==> src/rtl/bus_master_ctrl_pkg.sv <==
// Shared bus definitions: interface FSM encoding, bus widths,
// read/write codes, active-low levels and the default slave timeout.
package bus_master_ctrl_pkg;

    typedef enum logic [1:0] {
        BUS_IF_STATE_IDLE   = 2'd0,
        BUS_IF_STATE_REQ    = 2'd1,
        BUS_IF_STATE_ACCESS = 2'd2,
        BUS_IF_STATE_WAIT   = 2'd3
    } bus_if_state_e;

    localparam int   BUS_ADDR_W      = 30;
    localparam int   BUS_DATA_W      = 32;
    localparam int   BUS_TIMEOUT_DEF = 255;
    localparam int   BUS_CNT_W       = 8;

    localparam logic BUS_READ  = 1'b1;
    localparam logic BUS_WRITE = 1'b0;

    localparam logic ENABLE_  = 1'b0;
    localparam logic DISABLE_ = 1'b1;

endpackage

==> src/rtl/bus_master_ctrl.sv <==
// Master-side bus controller: arbiter request/grant, then slave
// strobe/ready handshake, returning read data or a timeout error.
import bus_master_ctrl_pkg::*;

module bus_master_ctrl #(
    parameter int ADDR_W  = BUS_ADDR_W,
    parameter int DATA_W  = BUS_DATA_W,
    parameter int TIMEOUT = BUS_TIMEOUT_DEF,
    parameter int CNT_W   = BUS_CNT_W
) (
    input  logic              clk,
    input  logic              reset,
    input  logic              acc_req,
    input  logic              acc_rw,
    input  logic [ADDR_W-1:0] acc_addr,
    input  logic [DATA_W-1:0] acc_wr_data,
    output logic              acc_busy,
    output logic              acc_done,
    output logic              acc_err,
    output logic [DATA_W-1:0] acc_rd_data,
    output logic              bus_req_n,
    input  logic              bus_grnt_n,
    output logic              bus_as_n,
    output logic              bus_rw,
    output logic [ADDR_W-1:0] bus_addr,
    output logic [DATA_W-1:0] bus_wr_data,
    input  logic [DATA_W-1:0] bus_rd_data,
    input  logic              bus_rdy_n
);

    localparam logic [CNT_W-1:0] LP_TIMEOUT = CNT_W'(TIMEOUT);

    bus_if_state_e     r_state;
    logic [CNT_W-1:0]  r_cnt;
    logic              r_rw;
    logic [ADDR_W-1:0] r_addr;
    logic [DATA_W-1:0] r_wr_data;
    logic              r_done;
    logic              r_err;
    logic [DATA_W-1:0] r_rd_data;
    logic              r_req_n;
    logic              r_as_n;
    logic              r_bus_rw;
    logic [ADDR_W-1:0] r_bus_addr;
    logic [DATA_W-1:0] r_bus_wr_data;

    logic w_on_bus;
    logic w_rdy;
    logic w_tmo;
    logic w_fin;

    // Ready beats timeout when both land in the same WAIT cycle.
    always_comb begin
        w_on_bus = (r_state == BUS_IF_STATE_ACCESS) ||
                   (r_state == BUS_IF_STATE_WAIT);
        w_rdy    = w_on_bus && (bus_rdy_n == ENABLE_);
        w_tmo    = (r_state == BUS_IF_STATE_WAIT) &&
                   (bus_rdy_n == DISABLE_) &&
                   (r_cnt == LP_TIMEOUT);
        w_fin    = w_rdy || w_tmo;
    end

    always_ff @(posedge clk) begin
        if (reset) begin
            r_state       <= BUS_IF_STATE_IDLE;
            r_cnt         <= '0;
            r_rw          <= BUS_READ;
            r_addr        <= '0;
            r_wr_data     <= '0;
            r_done        <= 1'b0;
            r_err         <= 1'b0;
            r_rd_data     <= '0;
            r_req_n       <= DISABLE_;
            r_as_n        <= DISABLE_;
            r_bus_rw      <= BUS_READ;
            r_bus_addr    <= '0;
            r_bus_wr_data <= '0;
        end else begin
            r_done <= 1'b0;
            r_err  <= 1'b0;
            unique case (r_state)
                BUS_IF_STATE_IDLE: begin
                    if (acc_req) begin
                        r_rw      <= acc_rw;
                        r_addr    <= acc_addr;
                        r_wr_data <= acc_wr_data;
                        r_req_n   <= ENABLE_;
                        r_state   <= BUS_IF_STATE_REQ;
                    end
                end
                BUS_IF_STATE_REQ: begin
                    if (bus_grnt_n == ENABLE_) begin
                        r_as_n        <= ENABLE_;
                        r_bus_rw      <= r_rw;
                        r_bus_addr    <= r_addr;
                        r_bus_wr_data <= r_wr_data;
                        r_state       <= BUS_IF_STATE_ACCESS;
                    end
                end
                BUS_IF_STATE_ACCESS: begin
                    r_as_n  <= DISABLE_;
                    r_cnt   <= CNT_W'(1);
                    r_state <= BUS_IF_STATE_WAIT;
                end
                BUS_IF_STATE_WAIT: begin
                    if (!w_fin) begin
                        r_cnt <= r_cnt + CNT_W'(1);
                    end
                end
            endcase
            // Completion overrides the per-state updates above.
            if (w_fin) begin
                r_done <= 1'b1;
                r_err  <= w_tmo;
                if (w_rdy && (r_rw == BUS_READ)) begin
                    r_rd_data <= bus_rd_data;
                end
                r_req_n       <= DISABLE_;
                r_as_n        <= DISABLE_;
                r_bus_rw      <= BUS_READ;
                r_bus_addr    <= '0;
                r_bus_wr_data <= '0;
                r_state       <= BUS_IF_STATE_IDLE;
            end
        end
    end

    assign acc_busy    = (r_state != BUS_IF_STATE_IDLE);
    assign acc_done    = r_done;
    assign acc_err     = r_err;
    assign acc_rd_data = r_rd_data;
    assign bus_req_n   = r_req_n;
    assign bus_as_n    = r_as_n;
    assign bus_rw      = r_bus_rw;
    assign bus_addr    = r_bus_addr;
    assign bus_wr_data = r_bus_wr_data;

endmodule
==> config.mk <==
export PLATFORM = sky130hd
export DESIGN_NAME = bus_master_ctrl
export DESIGN_NICKNAME = d
export VERILOG_FILES = /design/src/rtl/bus_master_ctrl_pkg.sv /design/src/rtl/bus_master_ctrl.sv
export SDC_FILE = /design/constraint.sdc
export NUM_CORES = 1
export LEC_CHECK = 0
export BUFFER_PORTS_ARGS = -buffer_cell sky130_fd_sc_hd__buf_2
export CORE_ASPECT_RATIO = 0.8
export CORE_MARGIN = 2
export CORE_UTILIZATION = 43
export CTS_CLUSTER_DIAMETER = 30
export DETAILED_ROUTE_END_ITERATION = 7
export GPL_ROUTABILITY_DRIVEN = 0
export GPL_TIMING_DRIVEN = 0
export MAX_ROUTING_LAYER = met4
export PLACE_DENSITY = 0.69
export SYNTH_ARGS = -nofsm -noshare
export SYNTH_HDL_FRONTEND = slang
export SYNTH_SLANG_ARGS = --single-unit
export TNS_END_PERCENT = 100
==> constraint.sdc <==
create_clock -name clk -period 1.9 [get_ports clk]
set_clock_uncertainty 0.2 [all_clocks]
set_input_delay 0.19 -clock clk [delete_from_list [all_inputs] [get_ports clk]]
set_output_delay 0.19 -clock clk [all_outputs]
set_load 0.03 [all_outputs]
==> run_results.csv <==
group,metric,value,unit
status,run_status,"completed",
route,viasPerCell,4.81,
synth,ys.warnings.count,0,
place,post-place-cells,1163,
sta,worstMarginPinSlew,661,ps
synth,syn_inst,781,
synth,synthesis.area,6260,µm²
die,dieArea,15600,µm²
power,pwr_density_cell,1170,nW/µm²
finish,layout.cells.non_filler,1294,
route,routed_wirelength,18.2,mm
sta,slew_headroom,0.559,
finish,multiInputGateArea,2580,µm²
cts,clk_root_buffer_cell,"sky130_fd_sc_hd__clkbuf_16",
synth,number_of_nets_in_the_synthesized_netlist,887,
synth,synth_edf_count,0,
power,netSwitchingPower,3.43,mW
sta,drv_slew,0,
synth,synth.ff_latch_count,172,
synth,synth_cell_types,45,
power,sequentialPowerShare,0.392,
cts,cts_inserted_buffers,17,
die,start_util,0.440,
power,static-leakage-power,3.98,nW
route,wl_per_cell,14.1,µm
job,drv.max_cap_violation_count,0,
die,die-width,139,µm
finish,drive_above_1_share,0.268,
route,detailroute.via_count,6219,
critical_path,critical_path.endpoint_type,"flip-flop",
place,post-place-ws,-195,ps
finish,most-common-layout-cells,"325 x sky130_fd_sc_hd__nand2_1, 209 x sky130_fd_sc_hd__buf_2, 168 x sky130_fd_sc_hd__dfxtp_1",
sta,fin_setup_tns,0,ps
power,comb_power_share,0.256,
finish,finish.net_count,1203,
sta,fin_worst_hold_slack,46.7,ps
critical_path,crit_path_cell_trace,"inv_2, ha_4, nor2_4, or3b_1, buf_2, buf_6, nand2_1, a21oi_1",
route,remaining_drc_errors,0,
power,ir_drop,0.664,mV
die,die_height,112,µm
grt,grt_remaining_overflow,0,
power,pwr-share-clk,0.352,
finish,seq_area,3450,µm²
critical_path,arrival,1930,ps
cts,clkSlewWorstSetupHoldPaths,60,ps
synth,register_area_share_after_synthesis,0.550,
die,floorplan.rows,39,
grt,grt_pass1_vias,5940,
die,fp.coreArea,14200,µm²
power,power.switching_fraction,0.314,
place,placedInstanceArea,7480,µm²
critical_path,slowest_stage,"sky130_fd_sc_hd__dfxtp_2",
critical_path,crit_path_start_kind,"flip-flop",
sta,layout_min_cycle_time,1840,ps
sta,final_hold_fails,0,
route,drtAntennaViolNets,0,
cts,ctsHtreeMaxLevel,4,
grt,groute.usage.overall,0.243,
finish,num_antenna_cells,0,
grt,wire_length_of_the_first_global_routing_pass,29.4,mm
grt,grt_antenna_before_repair,0,
finish,finalCoreUtilization,0.653,
finish,fillers,1191,
synth,synthArstFlopShare,0,
synth,postSynth.topFlopCell,"sky130_fd_sc_hd__dfxtp_1",
cts,tritoncts_clock_tree,"yes",
critical_path,criticalPathCategory,"flip-flop to flip-flop",
critical_path,crit_fanout,10,
cts,insertion_delay,430,ps
cts,cts-root-to-sink-buffers,2,
place,placement.io_buffers,198,
finish,areaGrowthSynthToFinish,48.5,%
cts,clock_sinks,172,
finish,layout_commonest_cell,"sky130_fd_sc_hd__nand2_1",
critical_path,worst_ep_required_time,1990,ps
critical_path,cp_slowest_stage_delay,350,ps
place,place_hpwl,11.7,mm
die,floorplan.io_pins,200,
power,power.internal,7.50,mW
route,detailedRoute.firstPassIterationCount,5,
grt,grt_start_max_net_pins,17,
power,report.power.total,10.9,mW
hold_path,timing.hold.worst.class,"input port to flip-flop",
sta,report.final.setup_viol,0,
route,dr.first_iter.drc_count,335,
sta,final_min_period_over_clock_period,0.967,
sta,grt_setup_unrepaired,"yes",
sta,clock.fmax,0.544,GHz
sta,post-route-worst-setup-slack,62.6,ps
synth,avgSynthCellArea,8.02,µm²
finish,final_area,9300,µm²
[cells by family (layout without fill, tap and decap cells)]
kind of cell,count (synthesis),in the layout,share of synthesized area
and+or+nand+nor,356,356,0.225
adders and majority gates,6,6,0.0120
buffers and inverters,61,390,0.0479
muxes,4,4,0.00659
xor gates and xnor gates,1,1,0.00140
DFF,172,172,0.550
AOI/OAI and AO/OA,181,181,0.157
[cells in the mapped netlist, types with 3 or more instances]
| cell | instances | area (µm²) |
|---|---|---|
| sky130_fd_sc_hd__buf_1 | 4 | 15.0 |
| sky130_fd_sc_hd__a21oi_2 | 8 | 70.1 |
| sky130_fd_sc_hd__nor2b_1 | 3 | 18.8 |
| sky130_fd_sc_hd__buf_6 | 7 | 78.8 |
| sky130_fd_sc_hd__o21bai_1 | 3 | 22.5 |
| sky130_fd_sc_hd__buf_2 | 12 | 60.1 |
| sky130_fd_sc_hd__mux2i_1 | 3 | 30.0 |
| sky130_fd_sc_hd__inv_1 | 6 | 22.5 |
| sky130_fd_sc_hd__nand3_1 | 3 | 15.0 |
| sky130_fd_sc_hd__nand2_1 | 325 | 1220 |
| sky130_fd_sc_hd__nor2_1 | 8 | 30.0 |
| sky130_fd_sc_hd__ha_1 | 6 | 75.1 |
| sky130_fd_sc_hd__a21o_1 | 3 | 22.5 |
| sky130_fd_sc_hd__a21oi_1 | 153 | 766 |
| sky130_fd_sc_hd__clkbuf_1 | 31 | 116 |
| sky130_fd_sc_hd__dfxtp_1 | 172 | 3440 |
| sky130_fd_sc_hd__o21ai_0 | 3 | 15.0 |
[state kept, by name (all words and copies together) (netlist names), 2 cells and up]
| register | count |
|---|---|
| acc_rd_data | 32 |
| bus_addr | 30 |
| bus_wr_data | 32 |
| r_addr | 30 |
| r_cnt | 8 |
| r_state | 2 |
| r_wr_data | 32 |
[final cells by class]
type	count	area share
Clock inverter	8	0.0164
Timing Repair Buffer	297	0.213
Sequential cell	172	0.371
Buffer	55	0.0406
Multi-Input combinational cell	548	0.277
Inverter	6	0.00242
Clock buffer	24	0.0550
Tap cell	184	0.0248
[worst paths after layout]
check,startpoint,to,slack (ps),depth (start not counted)
max reg2reg,r_state[0]$_SDFFE_PP0P_,acc_rd_data[20]$_SDFFE_PP0P_,60,8
min reg2reg,r_addr[3]$_SDFFE_PP0P_,bus_addr[3]$_SDFFE_PP0P_,240,2
max,r_state[0]$_SDFFE_PP0P_,acc_rd_data[20]$_SDFFE_PP0P_,60,8
min,acc_req,r_state[0]$_SDFFE_PP0P_,50,5
[critical path: cells and delay by family, from the launching register on]
kind / cells / cell delay [ps]
AOI/OAI and AO/OA: 1 / 80
adders and majority gates: 1 / 190
buffers and inverters: 3 / 410
DFF: 1 / 350
and+or+nand+nor: 3 / 470
[timing repair]
action                                  4_1_cts  5_1_grt
hold buffers                                 98        0
endpoints found under the hold margin       100        0
buffers inserted                              0        1
endpoints found under the setup margin      155      155
gates resized for setup                      34       57
pin swaps                                     0        2
[power by group through the flow]
stage          clock, mW  sequential [mW]  combinational [mW]
2_1_floorplan          0             4.60                1.39
3_3_place_gp           0             4.32                2.42
3_5_place_dp           0             4.33                2.45
4_1_cts             3.91             4.27                2.69
5_1_grt             4.07             4.33                3.09
6_report            3.85             4.28                2.80
[per-layer routing]
metal  GRT usage  share of wire
met1       0.320           0.47
met2       0.374           0.46
met3      0.0456          0.043
met4      0.0956          0.024
met5           -              0
No activity file was read; power rests on OpenSTA's default activity.
